### src/rtl/rnf_txrsp_if.sv
// CHI RSP-channel bundle between the RN-F protocol layer, the TXRSP link stage
// and the HN-F RXRSP receiver.
interface rnf_txrsp_if #(
    parameter int unsigned FLIT_W = 53
);
    logic              link_en;
    logic              link_active;
    logic [FLIT_W-1:0] txrsp_in;
    logic              txrsp_in_valid;
    logic              txrsp_in_ready;
    logic [FLIT_W-1:0] TXRSPFLIT;
    logic              TXRSPFLITV;
    logic              TXRSPFLITPEND;
    logic              TXRSPLCRDV;
    logic [3:0]        lcrd_cnt;
    logic              lcrd_overflow;

    modport slave (
        input  link_en, txrsp_in, txrsp_in_valid, TXRSPLCRDV,
        output link_active, txrsp_in_ready, TXRSPFLIT, TXRSPFLITV,
               TXRSPFLITPEND, lcrd_cnt, lcrd_overflow
    );

    modport master (
        output link_en, txrsp_in, txrsp_in_valid, TXRSPLCRDV,
        input  link_active, txrsp_in_ready, TXRSPFLIT, TXRSPFLITV,
               TXRSPFLITPEND, lcrd_cnt, lcrd_overflow
    );
endinterface

### src/rtl/rnf_txrsp.sv
// RN-F TXRSP link-layer stage: L-credit tracking, flit launch and the
// STOP/RUN/DEACT link sequence with LCrdReturn of unused credits.
module rnf_txrsp #(
    parameter int unsigned MAX_LCRD = 15,
    parameter logic [6:0]  SRC_ID   = 7'd0,
    parameter logic [6:0]  TGT_ID   = 7'd0
) (
    input  logic          clock,
    input  logic          reset,
    rnf_txrsp_if.slave    bus
);

    typedef struct packed {
        logic [3:0] qos;
        logic [6:0] tgt_id;
        logic [6:0] src_id;
        logic [7:0] txn_id;
        logic [5:0] opcode;
        logic [1:0] resp_err;
        logic [2:0] resp;
        logic [2:0] fwd_state;
        logic [7:0] dbid;
        logic [3:0] pcrd_type;
        logic       trace_tag;
    } rspflit_t;

    typedef enum logic [1:0] {
        STOP  = 2'd0,
        RUN   = 2'd1,
        DEACT = 2'd2
    } state_e;

    localparam logic [3:0] MAX_CNT      = 4'(MAX_LCRD);
    localparam logic [5:0] OP_LCRDRETURN = 6'h00;

    state_e     state_q, state_d;
    logic [3:0] cnt_q, cnt_d;
    logic       pend_q, pend_d;
    logic       ovf_q, ovf_d;
    logic       flitv_q, flitv_d;
    rspflit_t   flit_q, flit_d;

    rspflit_t   in_flit;
    rspflit_t   ret_flit;
    logic       issue_ok;
    logic       issue;
    logic       ready;
    logic [4:0] cnt_sum;

    assign in_flit = bus.txrsp_in;

    always_comb begin
        ret_flit        = '0;
        ret_flit.opcode = OP_LCRDRETURN;
        ret_flit.src_id = SRC_ID;
        ret_flit.tgt_id = TGT_ID;
    end

    // Both terms are registered, so a credit granted this cycle is usable next cycle.
    assign issue_ok = pend_q && (cnt_q != '0);

    always_comb begin
        state_d = state_q;
        ready   = 1'b0;
        issue   = 1'b0;
        flit_d  = flit_q;

        case (state_q)
            STOP: begin
                if (bus.link_en) begin
                    state_d = RUN;
                end
            end
            RUN: begin
                ready = issue_ok;
                if (bus.txrsp_in_valid && issue_ok) begin
                    issue  = 1'b1;
                    flit_d = in_flit;
                end
                if (!bus.link_en) begin
                    state_d = DEACT;
                end
            end
            DEACT: begin
                if (issue_ok) begin
                    issue  = 1'b1;
                    flit_d = ret_flit;
                end
                if ((cnt_q == '0) && !bus.TXRSPLCRDV && !issue) begin
                    state_d = STOP;
                end
            end
            default: begin
                state_d = STOP;
            end
        endcase

        pend_d  = (state_d != STOP);
        flitv_d = issue;

        cnt_sum = {1'b0, cnt_q} + {4'b0, bus.TXRSPLCRDV} - {4'b0, issue};
        if (cnt_sum > {1'b0, MAX_CNT}) begin
            cnt_d = MAX_CNT;
        end else begin
            cnt_d = cnt_sum[3:0];
        end

        ovf_d = ovf_q || (bus.TXRSPLCRDV && (cnt_q == MAX_CNT));
    end

    always_ff @(posedge clock or negedge reset) begin
        if (!reset) begin
            state_q <= STOP;
            cnt_q   <= '0;
            pend_q  <= 1'b0;
            ovf_q   <= 1'b0;
            flitv_q <= 1'b0;
            flit_q  <= '0;
        end else begin
            state_q <= state_d;
            cnt_q   <= cnt_d;
            pend_q  <= pend_d;
            ovf_q   <= ovf_d;
            flitv_q <= flitv_d;
            flit_q  <= flit_d;
        end
    end

    assign bus.link_active    = (state_q == RUN);
    assign bus.txrsp_in_ready = ready;
    assign bus.TXRSPFLIT      = flit_q;
    assign bus.TXRSPFLITV     = flitv_q;
    assign bus.TXRSPFLITPEND  = pend_q;
    assign bus.lcrd_cnt       = cnt_q;
    assign bus.lcrd_overflow  = ovf_q;

endmodule

### src/flat_wrapper.sv
// flat-port wrapper written by rule: the top's interface ports become plain ports
module rnf_txrsp_flat 
#(
    parameter int unsigned MAX_LCRD = 15,
    parameter logic [6:0]  SRC_ID   = 7'd0,
    parameter logic [6:0]  TGT_ID   = 7'd0
)
  (clock, reset, bus_link_en, bus_txrsp_in, bus_txrsp_in_valid, bus_TXRSPLCRDV, bus_link_active, bus_txrsp_in_ready, bus_TXRSPFLIT, bus_TXRSPFLITV, bus_TXRSPFLITPEND, bus_lcrd_cnt, bus_lcrd_overflow);
  rnf_txrsp_if #(.FLIT_W(53)) bus_i ();
  input  logic clock;
  input  logic reset;
  input wire logic [$bits(bus_i.link_en)-1:0] bus_link_en;
  input wire logic [$bits(bus_i.txrsp_in)-1:0] bus_txrsp_in;
  input wire logic [$bits(bus_i.txrsp_in_valid)-1:0] bus_txrsp_in_valid;
  input wire logic [$bits(bus_i.TXRSPLCRDV)-1:0] bus_TXRSPLCRDV;
  output wire logic [$bits(bus_i.link_active)-1:0] bus_link_active;
  output wire logic [$bits(bus_i.txrsp_in_ready)-1:0] bus_txrsp_in_ready;
  output wire logic [$bits(bus_i.TXRSPFLIT)-1:0] bus_TXRSPFLIT;
  output wire logic [$bits(bus_i.TXRSPFLITV)-1:0] bus_TXRSPFLITV;
  output wire logic [$bits(bus_i.TXRSPFLITPEND)-1:0] bus_TXRSPFLITPEND;
  output wire logic [$bits(bus_i.lcrd_cnt)-1:0] bus_lcrd_cnt;
  output wire logic [$bits(bus_i.lcrd_overflow)-1:0] bus_lcrd_overflow;
  assign bus_i.link_en = bus_link_en;
  assign bus_i.txrsp_in = bus_txrsp_in;
  assign bus_i.txrsp_in_valid = bus_txrsp_in_valid;
  assign bus_i.TXRSPLCRDV = bus_TXRSPLCRDV;
  assign bus_link_active = bus_i.link_active;
  assign bus_txrsp_in_ready = bus_i.txrsp_in_ready;
  assign bus_TXRSPFLIT = bus_i.TXRSPFLIT;
  assign bus_TXRSPFLITV = bus_i.TXRSPFLITV;
  assign bus_TXRSPFLITPEND = bus_i.TXRSPFLITPEND;
  assign bus_lcrd_cnt = bus_i.lcrd_cnt;
  assign bus_lcrd_overflow = bus_i.lcrd_overflow;
  rnf_txrsp #(.MAX_LCRD(MAX_LCRD), .SRC_ID(SRC_ID), .TGT_ID(TGT_ID)) u_core (.clock(clock), .reset(reset), .bus(bus_i));
endmodule
### config.mk
export PLATFORM = sky130hd
export DESIGN_NAME = rnf_txrsp_flat
export DESIGN_NICKNAME = d
export VERILOG_FILES = /design/src/rtl/rnf_txrsp_if.sv /design/src/rtl/rnf_txrsp.sv /design/src/flat_wrapper.sv
export SDC_FILE = /design/constraint.sdc
export NUM_CORES = 1
export LEC_CHECK = 0
export ABC_AREA = 0
export CAP_MARGIN = 20
export CORE_MARGIN = 3
export CORE_UTILIZATION = 41
export CTS_CLUSTER_DIAMETER = 40
export DETAILED_ROUTE_END_ITERATION = 8
export GPL_ROUTABILITY_DRIVEN = 0
export GPL_TIMING_DRIVEN = 0
export HOLD_SLACK_MARGIN = 0.08
export PLACE_DENSITY_LB_ADDON = 0.25
export SLEW_MARGIN = 5
export SYNTH_ARGS = -nofsm -noshare
export SYNTH_HDL_FRONTEND = slang
export SYNTH_SLANG_ARGS = --single-unit
### constraint.sdc
create_clock -name clock -period 3.2 [get_ports clock]
set_input_delay 0.64 -clock clock [delete_from_list [all_inputs] [get_ports clock]]
set_output_delay 0.64 -clock clock [all_outputs]
set_load 0.02 [all_outputs]
After elaboration in Yosys (flattened, before gate mapping):

Cells that the tools add are included.

* register bits after elaboration: 62
* output and inout bits: 62

* $add $sub $neg: 2
* $lt $le $gt $ge: 1
* eq/ne operators: 5
* mux-type cells: 13
* reductions and logical operators: 14

Operators by type and width (count)
* $mux W53: 2
* $pmux W53 S2: 1
* $mux W2: 3
* $pmux W2 S3: 1
* $add A4 B1 Y5: 1
* $gt A5 B4 Y1 const B: 1
* $logic_and A1 B1 Y1: 5
* $sub A5 B1 Y5: 1
* $eq A4 B4 Y1 const B: 1
* $logic_not A4 Y1: 1
* $mux W1: 4
* $mux W4: 1
* $ne A2 B1 Y1 const B: 2
* $reduce_bool A2 Y1: 2
* $reduce_bool A4 Y1: 1
* $reduce_and A3 Y1: 1
* $eq A2 B1 Y1 const B: 1
* $eq A2 B2 Y1 const B: 1
* $logic_not A1 Y1: 2
* $logic_not A2 Y1: 1
* $pmux W1 S2: 1
* $logic_or A1 B1 Y1: 1

Depth between registers and ports, before layout:

Gate-level depths: netlist (run 1).

* word-level depth: 9
* gate-level depth with buffers: 14

Worst setup path after synthesis (run 1):

No wires, ideal clock.

* path type: reg2reg
* start: register u_core.cnt_q[3] (netlist: u_core.bus.lcrd_cnt[3])
* end: register u_core.cnt_q[0] (netlist: u_core.bus.lcrd_cnt[0])
* setup time: 0.129 ns
* arrival: 2.651 ns
* required time: 3.071 ns
* path slack: 0.420 ns
* cell stages (with the launch flop): 15
* path buffers: 0
* clock period less this slack: 2.780 ns
* cells stage by stage: dfrtp_1 > inv_1 > ha_1 > or3b_4 > nand3_1 > nor2_1 > ha_1 > inv_1 > ha_1 > inv_1 > fa_1 > nand2b_1 > a21oi_1 > xnor2_1 > nand2b_1

* word-level cells in the longest chain between the ends: 8
* elaborated cells between the ends (all ways): 11
* classes of those cells: add/sub: 2; order compare: 1; mux: 5; reduce/logical: 3

RTL lines
* start: declaration: line rnf_txrsp.sv:37 `logic [3:0] cnt_q, cnt_d;`
* start signal: assignment: line rnf_txrsp.sv:121 `cnt_q <= cnt_d;`
* $reduce_bool A4 Y1 *: line rnf_txrsp.sv:60 `assign issue_ok = pend_q && (cnt_q != '0);`
* $logic_and A1 B1 Y1 *: line rnf_txrsp.sv:60
* $mux W1 or $logic_and A1 B1 Y1 (tied branches): line rnf_txrsp.sv:85, rnf_txrsp.sv:76
* $mux W1, on equally long branches: line rnf_txrsp.sv:68, rnf_txrsp.sv:76
* $pmux W1 S2 *: line rnf_txrsp.sv:68 `case (state_q)`
* net u_core.flitv_d: line rnf_txrsp.sv:40 `logic flitv_q, flitv_d;`
* $sub A5 B1 Y5 *: line rnf_txrsp.sv:101 `cnt_sum = {1'b0, cnt_q} + {4'b0, bus.TXRSPLCRDV} - {4'b0, issue};`
* $gt A5 B4 Y1: line rnf_txrsp.sv:102 `if (cnt_sum > {1'b0, MAX_CNT}) begin`
* $mux W4 *: line rnf_txrsp.sv:102
* net u_core.cnt_d[0]: line rnf_txrsp.sv:37

Mark *: on every way through the listed nets, which the timed path passes. The rest lies on a longest branch. The select of a mux whose other input is x is not followed.
A chain may end at the register's enable or synchronous reset.

Worst setup path after layout (run 1):

Same ends and word-level chain as after synthesis.

==> results of run 1 <==
## placed cells by master (no fill, tap or decap), types with 2 or more instances in the layout
| master | count |
|---|---|
| clkdlybuf4s50_1 | 118 |
| dfrtp_1 | 62 |
| a22o_1 | 53 |
| ha_1 | 11 |
| inv_1 | 10 |
| clkbuf_8 | 9 |
| a21oi_1 | 6 |
| buf_6 | 5 |
| clkbuf_1 | 5 |
| nor2_1 | 4 |
| nand2b_1 | 4 |
| nand2_1 | 4 |
| nand3_1 | 3 |
| o21ai_0 | 3 |
| nor2b_1 | 2 |
| xnor2_1 | 2 |
| bufinv_16 | 2 |
| clkinvlp_4 | 2 |
## cell families after synthesis
family                     Yosys count  share of synthesized area (%)
and+or+nand+nor                     20                           4.42
buffers and inverters               20                           4.48
adders and majority gates           12                           6.27
AOI/OAI and AO/OA                   67                           22.1
DFF                                 62                           61.7
xor gates and xnor gates             3                           1.04
## worst reg2reg max path, cell delays in order, from the launching register on
cell      delay [ns]
dfrtp_1         0.41
inv_1           0.12
ha_1            0.17
or3b_4          0.41
nand3_1         0.10
nor2_1          0.06
ha_1            0.27
inv_1           0.06
ha_1            0.15
inv_1           0.05
fa_1            0.40
nand2b_1        0.16
a21oi_1         0.15
xnor2_1         0.22
nand2b_1        0.09
## sequential cells by signal, summed over array words and instances, names as in the netlist
register / count
u_core.state_q: 2
u_core.bus.lcrd_cnt: 4
u_core.bus.lcrd_overflow: 1
u_core.bus.TXRSPFLIT: 53
u_core.bus.TXRSPFLITPEND: 1
u_core.bus.TXRSPFLITV: 1
## report_power, final
| part | internal, W | total [W] | switching [W] |
|---|---|---|---|
| clock network | 0.000441 | 0.000760 | 0.000319 |
| logic | 0.00138 | 0.00276 | 0.00138 |
| registers | 0.00117 | 0.00139 | 0.000223 |
| total | 0.00299 | 0.00491 | 0.00192 |
## routing by layer
| metal | track usage, % | wire [um] |
|---|---|---|
| met5 | 0 | 0 |
| met4 | 7.34 | 126 |
| met3 | 3.93 | 332 |
| met2 | 31.0 | 3280 |
| met1 | 25.5 | 2870 |
## through the flow
stage               setup TNS [ns]  utilization (%)  hold WS [ns]  setup slack [ns]  area, um2
CTS                              0             70.3         0.402             0.242       4020
global placement            -28.90             66.5         0.452            -0.469       3800
detailed placement               0             66.5         0.459             0.133       3790
global route                     0             70.3         0.440            0.0548       4020
finish                           0             70.3         0.383             0.274       4020
floorplan                        0                -         0.344             0.420       2520
## worst min path at each step
stage | slack, ns | end | cells after the start
6_report | 0.38 | u_core.bus.TXRSPFLIT[31]$_DFFE_PN0P_ | 1
5_1_grt | 0.44 | u_core.bus.TXRSPFLIT[31]$_DFFE_PN0P_ | 1
3_3_place_gp | 0.45 | u_core.bus.lcrd_overflow$_DFF_PN0_ | 1
4_1_cts | 0.40 | u_core.bus.TXRSPFLIT[31]$_DFFE_PN0P_ | 1
3_5_place_dp | 0.46 | u_core.bus.lcrd_overflow$_DFF_PN0_ | 1
2_1_floorplan | 0.34 | u_core.bus.TXRSPFLITPEND$_DFF_PN0_ | 0
## cell type report
type / count / share of cell area (%)
buffer: 10 / 1.87
clock buffer: 9 / 3.08
clock inverter: 7 / 2.43
inverter: 10 / 0.935
multi-input combinational: 102 / 21.2
sequential: 62 / 38.6
tap: 72 / 2.24
timing repair buffer: 119 / 29.6
==> results.json, run 1 <==
{
  "grt_setup_unrepaired": "false",
  "finalCritPeriodShare_pct": 91.4,
  "irDropWorstVdd_mv": 0.617,
  "timing.critical_path.from_type": "register",
  "h-tree-depth": 3,
  "routed_wl_um": 6610,
  "dp_hpwl_um": 4760,
  "cts.clk_slew.worst_paths_ns": 0.07,
  "worst-r2r-setup-slack_ns": 0.27,
  "outcome": "completed",
  "synth-main-ff-cell": "dfrtp_1",
  "worstPathCellList": "inv_1 > ha_1 > or3b_4 > nand3_1 > nor2_1 > ha_1 > inv_1 > ha_1 > inv_1 > fa_1 > nand2b_1 > a21oi_1 > xnor2_1 > nand2b_1",
  "drt_iter0_drc": 79,
  "postRouteAntennaNets": 0,
  "synth_top_cell_by_area": "dfrtp_1",
  "timing.final.max_slew_violations": 0,
  "cp_top_family": "adder cells",
  "timing_hold_violations_final": 0,
  "time_the_worst_path_needs_with_i_o_delays_and_setup_ns": 2.93,
  "critical_path.max_stage_delay_ns": 0.41,
  "worst_r2r_path_depth": 14,
  "number_of_diodes_added_for_antenna_fixing": 0,
  "achievable_clock_frequency_mhz": 342,
  "number_of_buffers_created_by_cts": 9,
  "starting_density_pct": 44.1,
  "gr-total-overflow": 0,
  "synth_top_area_share_pct": 61.7,
  "grt_first_pass_wirelength_um": 10800,
  "rr_startpoint": "u_core.bus.lcrd_cnt[3]$_DFF_PN0_",
  "multi_input_area_um2": 852,
  "dr.pass1.iters": 4,
  "max-cap-violations": 0,
  "yosys-top-cells-count": "dfrtp_1, a22o_1, ha_1, inv_1, a21oi_1",
  "most_common_cell_in_the_netlist": "dfrtp_1",
  "pwr_density_cell_nw_per_um2": 1220,
  "post_cts_resize_count": 0,
  "grt_start_max_net_pins": 63,
  "yosys_reg_bits": 62,
  "yosys-top-cells-area": "dfrtp_1, a22o_1, ha_1, buf_6, inv_1",
  "routed_via_density": 5.04,
  "grt_antenna_before_repair": 0,
  "timing.critical_path.to": "u_core.bus.lcrd_cnt[0]$_DFF_PN0_",
  "path_max_fanout": 5,
  "synth.avg_cell_area_um2": 13.7,
  "cp_num_cells": 14,
  "grt_usage_pct": 19.2,
  "syn_to_final_growth_pct": 59.6,
  "critical_path_buf_inv_count": 3,
  "synth.distinct_cells": 24,
  "first_global_vias": 2068,
  "drc": 0,
  "layout.nets": 384,
  "finClkSkew_ns": 0.00719,
  "clk_path_buf_depth": 2,
  "total_clock_sinks": 62,
  "cp.required_ns": 3.41,
  "post_route_cells_drive_above_1_share_pct": 7.84,
  "dp_cells": 375,
  "seqCellArea_um2": 1550,
  "timing_worst_setup_path_type": "register to register",
  "cellLeakagePower_nw": 1.79,
  "synth_area_um2": 2520,
  "wl_per_cell_um": 16.9,
  "syn_nets": 254,
  "setup_violations": 0,
  "layout.cells.non_filler": 391,
  "die_width_um": 84.3,
  "share_of_async_settable_or_async_resettable_flops_after_synthesis_pct": 100,
  "worstSetupEndpointType": "register",
  "tritoncts": "done",
  "yosysWarningCount": 0,
  "io_buffer_count": 119,
  "syn_inst_count": 184,
  "hold_path.class": "primary input to async pin",
  "fillerInstances": 416,
  "fp.dieArea_um2": 7110,
  "worstSkewPairLatency_ns": 0.33,
  "top_level_ports": 120,
  "via_count": 1971,
  "relSlewSlack_pct": 50.0,
  "die_h_um": 84.3,
  "synth_edf_count": 0,
  "critical_path_arrival_ns": 3.13,
  "placement_rows": 27,
  "post_cts_hold_buffer_count": 0,
  "critical_path.startpoint": "u_core.bus.lcrd_cnt[3]$_DFF_PN0_",
  "clock_tree.root_cell": "clkbuf_8",
  "post_cts.repair.setup_buffers": 0,
  "coreArea_um2": 5710,
  "sequential_share_of_the_synthesized_area_pct": 61.7,
  "post-layout-total-power_w": 0.00491,
  "worst_slew_pin_slew_ns": 0.749,
  "reg2reg_to": "u_core.bus.lcrd_cnt[0]$_DFF_PN0_",
  "crit_slowest_cell": "dfrtp_1"
}
Power figures use the tool's default switching activity.
==> run 2, diff against run 1 <==
--- a/config.mk
+++ b/config.mk
@@ -7,6 +7,7 @@
 export LEC_CHECK = 0
 export ABC_AREA = 0
 export CAP_MARGIN = 20
+export CORE_ASPECT_RATIO = 1.75
 export CORE_MARGIN = 3
 export CORE_UTILIZATION = 41
 export CTS_CLUSTER_DIAMETER = 40
==> run 2 against run 1 <==
Compared with the run above: combinational power barely moved; critical path depth unchanged; non-clock buffer count stayed put; hold slack got worse by 0.011 ns; maximum frequency shrank 0.71%; utilization fell by 2.2 points; power up 0.69%; worst setup slack worse by 0.021 ns; final area increased by 0.50%; global-route usage down 0.067 points; routed wire length down 1.8%; sequential power about the same; critical endpoint is now u_core.bus.lcrd_cnt[3]$_DFF_PN0_; largest cell class unchanged; largest power group unchanged.
==> results.json, run 2 (synthesized netlist as in run 1, its figures left out) <==
{
  "achievable_clock_frequency_mhz": 339,
  "timing.final.max_slew_violations": 0,
  "timing_worst_setup_path_type": "register to register",
  "routed_wl_um": 6490,
  "share_seq_of_total_power_pct": 28.1,
  "rr_startpoint": "u_core.bus.lcrd_cnt[2]$_DFF_PN0_",
  "grt_setup_unrepaired": "false",
  "first_global_vias": 2106,
  "post_route_cells_drive_above_1_share_pct": 7.52,
  "grt_most_used_layer": "met2",
  "post_cts_resize_count": 0,
  "starting_density_pct": 42.5,
  "crit_slowest_cell": "dfrtp_1",
  "coreArea_um2": 5930,
  "dr.pass1.iters": 4,
  "time_the_worst_path_needs_with_i_o_delays_and_setup_ns": 2.95,
  "critical_path.startpoint": "u_core.bus.lcrd_cnt[2]$_DFF_PN0_",
  "top_library_cells_by_usage_in_the_layout_fill_and_taps_aside": "clkdlybuf4s50_1, dfrtp_1, a22o_1",
  "finalCritPeriodShare_pct": 92.1,
  "largest_register_ff_count": 53,
  "total_clock_sinks": 62,
  "grtUsageMet1_pct": 22.6,
  "worstSkewPairLatency_ns": 0.34,
  "timing.critical_path.from_type": "register",
  "worstPathCellList": "inv_1 > ha_1 > or3b_4 > nand3_1 > nor2_1 > ha_1 > inv_1 > ha_1 > inv_1 > fa_1 > nand2b_1 > a21oi_1 > xnor2_1 > nand2_1",
  "timing_hold_violations_final": 0,
  "h-tree-depth": 3,
  "internal_power_w": 0.00305,
  "number_of_diodes_added_for_antenna_fixing": 0,
  "cp_num_cells": 14,
  "tritoncts": "done",
  "placement_rows": 37,
  "number_of_buffers_created_by_cts": 9,
  "clk_path_buf_depth": 2,
  "worst_slew_pin_slew_ns": 0.759,
  "worst-r2r-setup-slack_ns": 0.25,
  "layout.nets": 384,
  "post-layout-total-power_w": 0.00494,
  "timing.critical_path.to": "u_core.bus.lcrd_cnt[3]$_DFF_PN0_",
  "die_h_um": 110,
  "grt_antenna_before_repair": 0,
  "drt_iter0_drc": 80,
  "hold_path.class": "primary input to async pin",
  "path_max_fanout": 5,
  "critical_path.max_stage_delay_ns": 0.43,
  "gate_power_share_pct": 55.9,
  "syn_to_final_growth_pct": 60.4,
  "die_width_um": 65.2,
  "reg2reg_to": "u_core.bus.lcrd_cnt[3]$_DFF_PN0_",
  "p_sw_w": 0.00189,
  "routed_via_density": 4.98,
  "finClkSkew_ns": 0.00587,
  "netSwitchingFraction_pct": 38.3,
  "grt_start_max_net_pins": 63,
  "max-cap-violations": 0,
  "critical_path_buf_inv_count": 3,
  "grt_usage_pct": 19.1,
  "grtUsageMet3_pct": 5.83,
  "grt_first_pass_wirelength_um": 10300,
  "gr-total-overflow": 0,
  "dp_hpwl_um": 4690,
  "tns_ns": 0,
  "post_cts.repair.setup_buffers": 0,
  "wl_per_cell_um": 16.4,
  "worstSetupEndpointType": "register",
  "via_count": 1978,
  "cp_top_family": "adder cells",
  "layout.cells.most_common": "clkdlybuf4s50_1",
  "cellLeakagePower_nw": 1.80,
  "worst_r2r_path_depth": 14,
  "clock_tree.root_cell": "clkbuf_8",
  "post_cts_hold_buffer_count": 0,
  "drc": 0,
  "groute.layer.met2.usage_pct": 31.5,
  "relSlewSlack_pct": 49.4,
  "cp.required_ns": 3.41,
  "setup_violations": 0,
  "cts.clk_slew.worst_paths_ns": 0.06,
  "critical_path_arrival_ns": 3.15,
  "outcome": "completed",
  "share_clk_of_total_power_pct": 15.9,
  "pwr_density_cell_nw_per_um2": 1220,
  "irDropWorstVdd_mv": 0.647,
  "fp.dieArea_um2": 7150,
  "top_level_ports": 120,
  "io_buffer_count": 119,
  "postRouteAntennaNets": 0
}
-- run 2: cell types whose count changed in the layout (fill, tap and decap cells not counted), sizes merged --
| cell | delta |
|---|---|
| inv | -1 |
| clkinv | -1 |
| clkinvlp | -2 |
| clkbuf | +4 |
-- run 2: layer usage --
metal	up-vias	part of all wire (%)
li1	934	-
met1	954	40
met2	79	51
met3	11	6.9
met4	0	1.9
met5	-	0
-- run 2: power groups by stage --
stage	registers, W	clock network (W)	logic, W
2_1_floorplan	0.00180	0	0.00125
3_3_place_gp	0.00138	0	0.00273
3_5_place_dp	0.00140	0	0.00278
4_1_cts	0.00139	0.000810	0.00281
5_1_grt	0.00144	0.000840	0.00299
6_report	0.00139	0.000788	0.00277
-- run 2: cell type report --
| cell class | instances | area [um2] |
|---|---|---|
| fill | 475 | 1890 |
| multi-input combinational | 102 | 852 |
| buffer | 10 | 75.1 |
| timing repair buffer | 119 | 1190 |
| clock inverter | 3 | 65.1 |
| clock buffer | 13 | 169 |
| tap | 78 | 97.6 |
| sequential | 62 | 1550 |
| inverter | 10 | 37.5 |
-- run 2: worst min path at each step --
stage / from / endpoint / cells after the start
after floorplan: reset / u_core.bus.TXRSPFLITPEND$_DFF_PN0_ / 0
after global placement: u_core.bus.lcrd_overflow$_DFF_PN0_ / u_core.bus.lcrd_overflow$_DFF_PN0_ / 1
after detailed placement: u_core.bus.lcrd_overflow$_DFF_PN0_ / u_core.bus.lcrd_overflow$_DFF_PN0_ / 1
after CTS: reset / u_core.bus.TXRSPFLIT[6]$_DFFE_PN0P_ / 1
after global routing: reset / u_core.bus.TXRSPFLIT[18]$_DFFE_PN0P_ / 1
final: reset / u_core.bus.TXRSPFLIT[0]$_DFFE_PN0P_ / 1
-- run 2: worst reg2reg max path, delay by kind of cell (launching register included) --
| kind | cells | cell delay [ns] |
|---|---|---|
| DFF | 1 | 0.43 |
| xor gates and xnor gates | 1 | 0.22 |
| buffers and inverters | 3 | 0.22 |
| AOI/OAI and AO/OA | 1 | 0.16 |
| and+or+nand+nor | 5 | 0.83 |
| adders and majority gates | 4 | 0.97 |
-- run 2: per-stage QoR --
step / cell area, um2 / instances / worst slack (ns) / utilization, % / hold slack [ns]
global placement: 3800 / 381 / -0.507 / 64.2 / 0.456
CTS: 4040 / 397 / 0.265 / 68.1 / 0.395
finish: 4040 / 397 / 0.254 / 68.1 / 0.371
detailed placement: 3800 / 381 / 0.133 / 64.2 / 0.458
global route: 4040 / 397 / 0.0570 / 68.1 / 0.429
floorplan: 2520 / 184 / 0.420 / - / 0.344
==> run 3, diff against run 2 <==
==> constraint.sdc (replaced) <==
create_clock -name clock -period 3.2 [get_ports clock]
set_input_delay 0.64 -clock clock [delete_from_list [all_inputs] [get_ports clock]]
set_output_delay 0.64 -clock clock [all_outputs]
set_load 0.1 [all_outputs]
==> run 3 against run 2 <==
Compared with the run above: critical path depth decreased by 11; critical path type is now register to output port; sequential cell count unchanged; utilization decreased by 0.99 points.
==> results.json, run 3 (synthesized netlist as in run 1, its figures left out) <==
{
  "worstSkewPairLatency_ns": 0.33,
  "dr.pass1.iters": 7,
  "met3WireLength_um": 392,
  "path_max_fanout": 8,
  "timing_hold_violations_final": 0,
  "h-tree-depth": 3,
  "timing.final.max_slew_violations": 0,
  "grt_usage_pct": 20.3,
  "finalInstanceArea_um2": 3980,
  "drt_iter0_drc": 102,
  "post_route_cells_drive_above_1_share_pct": 7.57,
  "grt_start_max_net_pins": 63,
  "routed_via_density": 5.04,
  "worstSetupEndpointType": "output port",
  "fp.dieArea_um2": 7150,
  "clock_tree.root_cell": "clkbuf_8",
  "dp_slack_ns": 0.139,
  "die_width_um": 65.2,
  "critical_path_arrival_ns": 2.36,
  "via_count": 1992,
  "time_the_worst_path_needs_with_i_o_delays_and_setup_ns": 3.00,
  "io_buffer_count": 119,
  "worst_slew_pin_slew_ns": 1.01,
  "hold_path.class": "primary input to async pin",
  "finalCritPeriodShare_pct": 93.8,
  "finClkSkew_ns": 0.00817,
  "clk_path_buf_depth": 2,
  "syn_to_final_growth_pct": 58.1,
  "routed_wl_um": 6850,
  "wl_met2_um": 3700,
  "route.top_layer_used": "met4",
  "wl_per_cell_um": 17.4,
  "wirelength_met1_um": 2680,
  "post_cts_hold_buffer_count": 0,
  "layout.cells.most_common": "clkdlybuf4s50_1",
  "timing.critical_path.from_type": "register",
  "postRouteAntennaNets": 0,
  "dpl-instance-area_um2": 3800,
  "grt_setup_unrepaired": "false",
  "max-cap-violations": 0,
  "setup_violations": 0,
  "tritoncts": "done",
  "seqCellArea_um2": 1550,
  "total_clock_sinks": 62,
  "top_library_cells_by_usage_in_the_layout_fill_and_taps_aside": "clkdlybuf4s50_1, dfrtp_1, a22o_1",
  "drc": 0,
  "cp.required_ns": 2.56,
  "relSlewSlack_pct": 32.4,
  "timing_worst_setup_path_type": "register to output port",
  "number_of_diodes_added_for_antenna_fixing": 0,
  "coreArea_um2": 5930,
  "first_global_vias": 2071,
  "largest_register_ff_count": 53,
  "grt_first_pass_wirelength_um": 10700,
  "outcome": "completed",
  "cts.clk_slew.worst_paths_ns": 0.06,
  "die_h_um": 110,
  "starting_density_pct": 42.5,
  "grt_antenna_before_repair": 0,
  "placement_rows": 37,
  "post_cts_resize_count": 1,
  "number_of_buffers_created_by_cts": 9,
  "gr-total-overflow": 0,
  "multi_input_area_um2": 852,
  "layout.nets": 384,
  "setup_slack_ns": 0.198,
  "fillerInstances": 507,
  "top_level_ports": 120,
  "dp_hpwl_um": 5040,
  "post_cts.repair.setup_buffers": 0,
  "achievable_clock_frequency_mhz": 333
}
-- run 3: final cells by class --
| type | count | area share (%) |
|---|---|---|
| Buffer | 10 | 1.89 |
| Clock buffer | 13 | 4.25 |
| Clock inverter | 1 | 0.126 |
| Inverter | 10 | 0.944 |
| Multi-Input combinational cell | 102 | 21.4 |
| Sequential cell | 62 | 39.1 |
| Tap cell | 78 | 2.45 |
| Timing Repair Buffer | 119 | 29.9 |
-- run 3: through the flow --
step | instances | util [%] | TNS, ns | hold WS (ns)
4_1_cts | 395 | 67.1 | 0 | 0.395
5_1_grt | 395 | 67.1 | 0 | 0.431
3_3_place_gp | 381 | 64.3 | -29.92 | 0.453
6_report | 395 | 67.1 | 0 | 0.392
3_5_place_dp | 381 | 64.2 | 0 | 0.458
2_1_floorplan | 184 | - | 0 | 0.344
-- run 3: worst paths after layout --
| check | startpoint | end | slack, ns | cells past startpoint |
|---|---|---|---|---|
| max in group asynchronous | reset | u_core.bus.lcrd_cnt[3]$_DFF_PN0_ | 2.28 | 1 |
| max | u_core.state_q[1]$_DFF_PN0_ | bus_link_active | 0.20 | 3 |
| min in group clock | u_core.bus.lcrd_overflow$_DFF_PN0_ | u_core.bus.lcrd_overflow$_DFF_PN0_ | 0.47 | 1 |
| max reg2reg | u_core.bus.lcrd_cnt[2]$_DFF_PN0_ | u_core.bus.lcrd_cnt[1]$_DFF_PN0_ | 0.23 | 14 |
| min reg2reg | u_core.bus.lcrd_overflow$_DFF_PN0_ | u_core.bus.lcrd_overflow$_DFF_PN0_ | 0.47 | 1 |
| min | reset | u_core.bus.TXRSPFLIT[37]$_DFFE_PN0P_ | 0.39 | 1 |
-- run 3: worst max-delay path, stage by stage, from the launching register on --
cell,delay (ns)
dfrtp_1,0.42
inv_1,0.09
ha_1,0.31
clkdlybuf4s50_1,1.20
-- run 3: per-layer routing --
| metal | vias up | GRT usage, % |
|---|---|---|
| met1 | 973 | 22.3 |
| met3 | 7 | 6.65 |
| met2 | 73 | 35.3 |
| met4 | 0 | 8.61 |
| met5 | - | 0 |
| li1 | 939 | - |
Power of run 3 is not shown: default switching activity piles up to over one toggle a cycle in this logic, so the estimate is an artifact.
